==> src/rtl/console_pkg.sv <==
// Shared constants and types for the text console writer.
// Holds grid defaults, character codes, printable bounds and the FSM state enum.
// Optional feature macro: CONSOLE_CLEAR_EN adds the full-screen clear state.
package console_pkg;

    localparam int unsigned COLS_DEF   = 80;
    localparam int unsigned ROWS_DEF   = 30;
    localparam int unsigned ADDR_W_DEF = 13;

    // Cursor port widths are fixed by the interface
    localparam int unsigned COL_W = 7;
    localparam int unsigned ROW_W = 5;

    localparam logic [7:0] CHR_BS    = 8'h08;
    localparam logic [7:0] CHR_LF    = 8'h0A;
    localparam logic [7:0] CHR_FF    = 8'h0C;
    localparam logic [7:0] CHR_CR    = 8'h0D;
    localparam logic [7:0] CHR_SPACE = 8'h20;

    localparam logic [7:0] CHR_PRINT_LO = 8'h20;
    localparam logic [7:0] CHR_PRINT_HI = 8'h7E;

    typedef enum logic [1:0] {
        IDLE    = 2'd0,
        CLRLINE = 2'd1
`ifdef CONSOLE_CLEAR_EN
        ,
        CLRSCR  = 2'd2
`endif
    } state_t;

    function automatic logic is_printable(input logic [7:0] b);
        return (b >= CHR_PRINT_LO) && (b <= CHR_PRINT_HI);
    endfunction

endpackage

==> src/rtl/cell_addr.sv <==
// Combinational row/col to linear text RAM address: row*COLS + col.
// Ports: i_row (cursor row), i_col (cursor column), o_addr_c (ADDR_W-bit address).
module cell_addr
    import console_pkg::*;
#(
    parameter int unsigned COLS   = COLS_DEF,
    parameter int unsigned ADDR_W = ADDR_W_DEF
) (
    input  logic [ROW_W-1:0]  i_row,
    input  logic [COL_W-1:0]  i_col,
    output logic [ADDR_W-1:0] o_addr_c
);

    generate
        if (COLS == 80) begin : g_shift
            // 80*row as 64*row + 16*row, no multiplier needed
            always_comb begin
                o_addr_c = (ADDR_W'(i_row) << 6) + (ADDR_W'(i_row) << 4) + ADDR_W'(i_col);
            end
        end else begin : g_mul
            always_comb begin
                o_addr_c = ADDR_W'(i_row) * ADDR_W'(COLS) + ADDR_W'(i_col);
            end
        end
    endgenerate

endmodule

==> src/rtl/text_console_writer.sv <==
// Character-stream front end for the text display: accepts ASCII bytes on a
// valid/ready handshake, tracks the cursor and writes cells of the text RAM.
// Ports:
//   i_clk, i_reset            single clock, synchronous active-high reset
//   i_dat, i_valid, o_ready   byte input handshake
//   o_ram_addr/dat/we         text RAM write port, one cell per cycle
//   o_cursor_col/row          current cursor position
// Optional feature macro: CONSOLE_CLEAR_EN (form feed clears the whole screen).
module text_console_writer
    import console_pkg::*;
#(
    parameter int unsigned COLS   = COLS_DEF,
    parameter int unsigned ROWS   = ROWS_DEF,
    parameter int unsigned ADDR_W = ADDR_W_DEF
) (
    input  logic              i_clk,
    input  logic              i_reset,
    input  logic [7:0]        i_dat,
    input  logic              i_valid,
    output logic              o_ready,
    output logic [ADDR_W-1:0] o_ram_addr,
    output logic [7:0]        o_ram_dat,
    output logic              o_ram_we,
    output logic [COL_W-1:0]  o_cursor_col,
    output logic [ROW_W-1:0]  o_cursor_row
);

    state_t             state_q, state_d;
    logic [COL_W-1:0]   col_q, col_d;
    logic [ROW_W-1:0]   row_q, row_d;
    logic [COL_W-1:0]   clr_col_q, clr_col_d;
`ifdef CONSOLE_CLEAR_EN
    logic [ROW_W-1:0]   clr_row_q, clr_row_d;
`endif
    logic               ram_we_q, ram_we_d;
    logic [ADDR_W-1:0]  ram_addr_q, ram_addr_d;
    logic [7:0]         ram_dat_q, ram_dat_d;

    logic [ROW_W-1:0]   adv_row;
    logic [ROW_W-1:0]   sel_row;
    logic [COL_W-1:0]   sel_col;
    logic [ADDR_W-1:0]  cell_addr_c;
    logic               accept;

    // Ready is gated by reset directly so no byte is taken while reset is high
    assign o_ready = (state_q == IDLE) && !i_reset;
    assign accept  = i_valid && o_ready;

    // Next row with wrap from the bottom row to the top
    always_comb begin
        adv_row = (row_q == ROW_W'(ROWS - 1)) ? '0 : row_q + 5'd1;
    end

    // Single address generator; pick the cell each state/byte targets
    always_comb begin
        sel_row = row_q;
        sel_col = col_q;
        case (state_q)
            IDLE: begin
                if (i_dat == CHR_LF) begin
                    sel_row = adv_row;
                    sel_col = '0;
                end else if (i_dat == CHR_BS) begin
                    sel_col = col_q - 7'd1;
                end
            end
            CLRLINE: begin
                sel_col = clr_col_q;
            end
`ifdef CONSOLE_CLEAR_EN
            CLRSCR: begin
                sel_row = clr_row_q;
                sel_col = clr_col_q;
            end
`endif
            default: ;
        endcase
    end

    cell_addr #(
        .COLS   (COLS),
        .ADDR_W (ADDR_W)
    ) u_cell_addr (
        .i_row    (sel_row),
        .i_col    (sel_col),
        .o_addr_c (cell_addr_c)
    );

    // Next-state, cursor and RAM write port
    always_comb begin
        state_d    = state_q;
        col_d      = col_q;
        row_d      = row_q;
        clr_col_d  = clr_col_q;
`ifdef CONSOLE_CLEAR_EN
        clr_row_d  = clr_row_q;
`endif
        ram_we_d   = 1'b0;
        ram_addr_d = ram_addr_q;
        ram_dat_d  = ram_dat_q;

        case (state_q)
            IDLE: begin
                if (accept) begin
                    if (is_printable(i_dat)) begin
                        ram_we_d   = 1'b1;
                        ram_addr_d = cell_addr_c;
                        ram_dat_d  = i_dat;
                        if (col_q == COL_W'(COLS - 1)) begin
                            col_d     = '0;
                            row_d     = adv_row;
                            clr_col_d = '0;
                            state_d   = CLRLINE;
                        end else begin
                            col_d = col_q + 7'd1;
                        end
                    end else if (i_dat == CHR_LF) begin
                        // First cell of the new row is cleared right away
                        ram_we_d   = 1'b1;
                        ram_addr_d = cell_addr_c;
                        ram_dat_d  = CHR_SPACE;
                        col_d      = '0;
                        row_d      = adv_row;
                        clr_col_d  = 7'd1;
                        state_d    = CLRLINE;
                    end else if (i_dat == CHR_CR) begin
                        col_d = '0;
                    end else if (i_dat == CHR_BS) begin
                        if (col_q != '0) begin
                            ram_we_d   = 1'b1;
                            ram_addr_d = cell_addr_c;
                            ram_dat_d  = CHR_SPACE;
                            col_d      = col_q - 7'd1;
                        end
                    end
`ifdef CONSOLE_CLEAR_EN
                    else if (i_dat == CHR_FF) begin
                        col_d     = '0;
                        row_d     = '0;
                        clr_col_d = '0;
                        clr_row_d = '0;
                        state_d   = CLRSCR;
                    end
`endif
                end
            end

            CLRLINE: begin
                // Counter runs one past the last column so ready rises a cycle after the final write
                if (clr_col_q == COL_W'(COLS)) begin
                    state_d = IDLE;
                end else begin
                    ram_we_d   = 1'b1;
                    ram_addr_d = cell_addr_c;
                    ram_dat_d  = CHR_SPACE;
                    clr_col_d  = clr_col_q + 7'd1;
                end
            end

`ifdef CONSOLE_CLEAR_EN
            CLRSCR: begin
                if (clr_row_q == ROW_W'(ROWS)) begin
                    state_d = IDLE;
                end else begin
                    ram_we_d   = 1'b1;
                    ram_addr_d = cell_addr_c;
                    ram_dat_d  = CHR_SPACE;
                    if (clr_col_q == COL_W'(COLS - 1)) begin
                        clr_col_d = '0;
                        clr_row_d = clr_row_q + 5'd1;
                    end else begin
                        clr_col_d = clr_col_q + 7'd1;
                    end
                end
            end
`endif

            default: begin
                state_d = IDLE;
            end
        endcase
    end

    // State and output registers
    always_ff @(posedge i_clk) begin
        if (i_reset) begin
            state_q    <= IDLE;
            col_q      <= '0;
            row_q      <= '0;
            clr_col_q  <= '0;
`ifdef CONSOLE_CLEAR_EN
            clr_row_q  <= '0;
`endif
            ram_we_q   <= 1'b0;
            ram_addr_q <= '0;
            ram_dat_q  <= '0;
        end else begin
            state_q    <= state_d;
            col_q      <= col_d;
            row_q      <= row_d;
            clr_col_q  <= clr_col_d;
`ifdef CONSOLE_CLEAR_EN
            clr_row_q  <= clr_row_d;
`endif
            ram_we_q   <= ram_we_d;
            ram_addr_q <= ram_addr_d;
            ram_dat_q  <= ram_dat_d;
        end
    end

    assign o_ram_we     = ram_we_q;
    assign o_ram_addr   = ram_addr_q;
    assign o_ram_dat    = ram_dat_q;
    assign o_cursor_col = col_q;
    assign o_cursor_row = row_q;

endmodule

==> config.mk <==
export PLATFORM = sky130hd
export DESIGN_NAME = text_console_writer
export DESIGN_NICKNAME = d
export VERILOG_FILES = /design/src/rtl/console_pkg.sv /design/src/rtl/cell_addr.sv /design/src/rtl/text_console_writer.sv
export SDC_FILE = /design/constraint.sdc
export NUM_CORES = 1
export LEC_CHECK = 0
export ABC_AREA = 1
export CORE_ASPECT_RATIO = 0.5
export CORE_MARGIN = 2
export CORE_UTILIZATION = 24
export CTS_BUF_LIST = sky130_fd_sc_hd__clkbuf_4 sky130_fd_sc_hd__clkbuf_8
export CTS_CLUSTER_DIAMETER = 50
export DETAILED_ROUTE_END_ITERATION = 8
export MAX_ROUTING_LAYER = met4
export PLACE_DENSITY_LB_ADDON = 0.3
export SETUP_SLACK_MARGIN = 0.1
export SYNTH_ARGS = -nofsm -noshare
export SYNTH_HDL_FRONTEND = slang
export SYNTH_HIERARCHICAL = 1
export SYNTH_SLANG_ARGS = --single-unit
==> constraint.sdc <==
create_clock -name i_clk -period 3.3 [get_ports i_clk]
set_input_delay 0.33 -clock i_clk [delete_from_list [all_inputs] [get_ports i_clk]]
set_output_delay 0.33 -clock i_clk [all_outputs]
set_load 0.005 [all_outputs]
==> impl_metrics.ini <==
[run_status]
status = finished, final reports clean

[worst_setup_path]
critPathMaxStageDelay_ns = 0.50
worstPathMaxFanout = 4
reg2reg_from = o_cursor_row[0]
critical_path_arrival_ns = 3.24
timing.critical_path.cells = clkdlybuf4s50_1 -> nor2_1 -> nand2_2 -> nor2_1 -> nor2_2 -> o21ai_0 -> o21ai_0 -> inv_1 -> fa_1 -> inv_1 -> fa_1 -> nand3_1 -> nand2_1 -> xor2_1 -> nand2_1 -> a21oi_2
start_kind = primary input
path_buf_inv = 3
r2r_slack_ns = 0.36
r2r_cells = 14
end_kind = register
critPathTopFamily = adder cells
cp.required_ns = 3.55
critPathKind = in -> reg
critPathSlowestCell = clkdlybuf4s50_1
r2r_end = o_ram_addr[9]

[detailed_routing]
ant_nets = 0
postRouteWirelength_mm = 7.774
vias_per_cell = 4.255
dr.pass1.iters = 4
wire_per_inst_um = 11.59
vias = 2855
drc = 0
drt_iter0_drc = 174

[layout]
final_area_um2 = 3761
n_fill_cell = 1338
nets = 534
n_antenna_cell = 0
areaGrowthSynthToFinish_pct = 25.88
drive_gt1_share_pct = 13.64

[yosys]
synth_mux_area_share_pct = 0.3350
synth_edf_count = 0
syn_area_per_cell_um2 = 6.596
synthSimpleGateAreaFrac_pct = 36.56
ys_ff_latch = 42
synthCells = 453
synth_compound_area_share_pct = 13.15
synth_top_family_by_area = simple AND/OR/NAND/NOR gates
synth_xor_xnor_area_share_pct = 3.518
synthFlopType = dfxtp_1
synthesis.nets = 482
synthAdderAreaFrac_pct = 8.040
synth_warnings = 6
ys_types = 39
async_flop_share_pct = 0
seq_area_frac_synth_pct = 28.14
syn_area_um2 = 2988

[global_routing]
use_met2_pct = 18.30
grt_overflow = 0
grt_use_met3_pct = 2.747
grt_usage_pct = 12.19
grt-busiest-layer = met2
grt_pass1_vias = 2645
grt_pass1_wl_mm = 12.95
grt_start_max_net_pins = 25
use_met1_pct = 16.42
antenna_found_initial = 0

[floorplan]
dieArea_um2 = 13410
die_height_um = 82.90
initial_core_util_pct = 24.94
core_area_um2 = 11980
num_rows = 28
io_pins = 46
die_x_um = 161.8

[timing]
maxSlewViolCount = 0
fin_crit_ns = 2.996
rsz0062_at_grt = no
finalHoldViolations = 0
final-setup-viol-count = 0
fin_worst_skew_ns = 0.006385
max-slew-margin-rel_pct = 60.88
tns_ns = 0
tightestPinTransition_ns = 0.5832
fin_crit_sh_pct = 90.80
timing.fmax_ghz = 0.3337

[pwr]
switchingPower_uw = 357.7
combPwrFrac_pct = 21.5
clkPwrFrac_pct = 31.3
pwr_density_cell_nw_per_um2 = 304.2
p_leak_uw = 0.001672
p_int_uw = 786.4
netSwitchingFraction_pct = 31.26
ir_worst_vdd_mv = 0.1065
share_seq_of_total_power_pct = 47.2

[place]
placed_area_um2 = 3655
hpwlAfterDp_mm = 5.939
port_buffers = 45
gp_congestion = 0.8472

[min_path]
hold_path_end = o_ram_dat[7]
worstHoldPathType = reg -> reg
min_path_cells = 2
hp-start = o_ram_dat[7]

[cts]
root_buffer = clkbuf_8
clkTransAtPathRegs_ns = 0.09
cts_sinks = 42
cts_tree = built
clockBufferDepth = 2
htreeDepth = 2
cts-buffers-inserted = 5
clk_latency_ns = 0.30

[flow_run]
maxCapViolations = 0
## worst min-delay path: stages, from the launching register on
cell,delay (ns)
dfxtp_1,0.32
nand2_1,0.06
nor2_1,0.04
## metrics by stage
stage	worst slack (ns)	cells	utilization, %	hold WS, ns	total power [uW]
after floorplan	0.4540	453	-	0.4411	710.6
after global placement	-0.06386	663	30.50	0.4349	799.4
after detailed placement	-0.02522	663	30.50	0.4370	798.2
after CTS	0.2659	671	31.26	0.4500	1165
after global routing	0.1022	671	31.39	0.4628	1221
final	0.3036	671	31.39	0.4455	1144
## what timing repair did
| item | 4_1_cts | 5_1_grt |
|---|---|---|
| endpoints found under the hold margin | 0 | 0 |
| gates resized for setup | 0 | 6 |
| buffers inserted | 0 | 0 |
| hold buffers | 0 | 0 |
| endpoints found under the setup margin | 0 | 5 |
## cell type report
cell class                      instances  area [um^2]  share of cell area [%]
Clock inverter                          2        13.76                  0.3659
Clock buffer                            6        76.32                   2.029
Timing Repair Buffer                   60        563.0                   14.97
Sequential cell                        42        842.1                   22.39
Inverter                               53        203.9                   5.422
Multi-Input combinational cell        343         1856                   49.33
Tap cell                              165        206.4                   5.489
## layout by cell type, fill, tap and decap left out, types with 2 or more instances in the layout
cell,count
clkdlybuf4s50_1,45
inv_2,3
a21oi_2,8
nor2_2,5
buf_4,15
nand4_2,2
clkbuf_8,5
or2_2,3
nand2_2,12
ha_1,16
nand3_1,18
o21ai_1,5
nand2_1,114
nor2_1,70
nand2_4,3
inv_1,47
nand4_1,4
o21ai_0,27
fa_1,2
clkinv_2,2
o31ai_1,3
nor3_1,3
dfxtp_1,41
a21oi_1,24
nor2_4,2
xor2_1,11
## power groups by stage
stage          logic [uW]  clock network [uW]  registers (uW)
5_1_grt               279                 399             543
3_3_place_gp          248                   0             551
3_5_place_dp          247                   0             552
2_1_floorplan         162                   0             549
4_1_cts               248                 376             540
6_report              246                 358             540
## registers in the layout, summed over array words and instances (netlist names)
register and count:
state_q 1, o_cursor_col 7, o_cursor_row 5, o_ram_addr 13, o_ram_dat 8, clr_col_q 7
o_ram_we 1
## kinds of logic after synthesis
logic type               Yosys count
buffers and inverters             68
adder cells (fa/ha/maj)           18
AO/OA/AOI/OAI                     69
flip-flops                        42
AND/OR/NAND/NOR                  242
XOR/XNOR                          12
multiplexers                       1
other                              1
## worst max-delay path by stage
stage | cells after the start | from | slack, ns | endpoint
6_report | 16 | i_dat[6] | 0.30 | o_ram_addr[9]
5_1_grt | 16 | i_dat[6] | 0.10 | o_ram_addr[9]
4_1_cts | 14 | o_cursor_row[0] | 0.27 | o_ram_addr[9]
3_5_place_dp | 16 | i_dat[6] | -0.03 | o_ram_addr[9]
3_3_place_gp | 16 | i_dat[5] | -0.06 | o_ram_addr[9]
2_1_floorplan | 16 | i_dat[7] | 0.45 | o_ram_addr[9]
## cell usage after synthesis (2+ instances only)
cell,instances,area share [%]
nand3_1,18,3.0
nand2_4,3,1.1
buf_4,5,1.3
ha_1,16,6.7
fa_1,2,1.3
inv_2,3,0.38
dfxtp_1,42,28
nand4_2,2,0.84
clkbuf_1,3,0.38
or2_2,3,0.63
nor3_1,3,0.50
a21oi_2,7,2.1
nor2_1,71,8.9
o21ai_0,28,4.7
nand4_1,4,0.84
clkinv_1,2,0.25
a21oi_1,25,4.2
nand2_1,114,14
xor2_1,11,3.2
o31ai_1,3,0.75
o21ai_1,4,0.67
buf_2,4,0.67
buf_6,3,1.1
nor2_2,5,1.0
inv_1,47,5.9
nand2_2,12,2.5
## layer usage
layer | share of wire [%] | wire length [um]
met1 | 52 | 4074
met2 | 43 | 3341
met3 | 3.8 | 297
met4 | 0.78 | 61
met5 | 0 | 0
No activity file was read; power rests on OpenSTA's default activity.
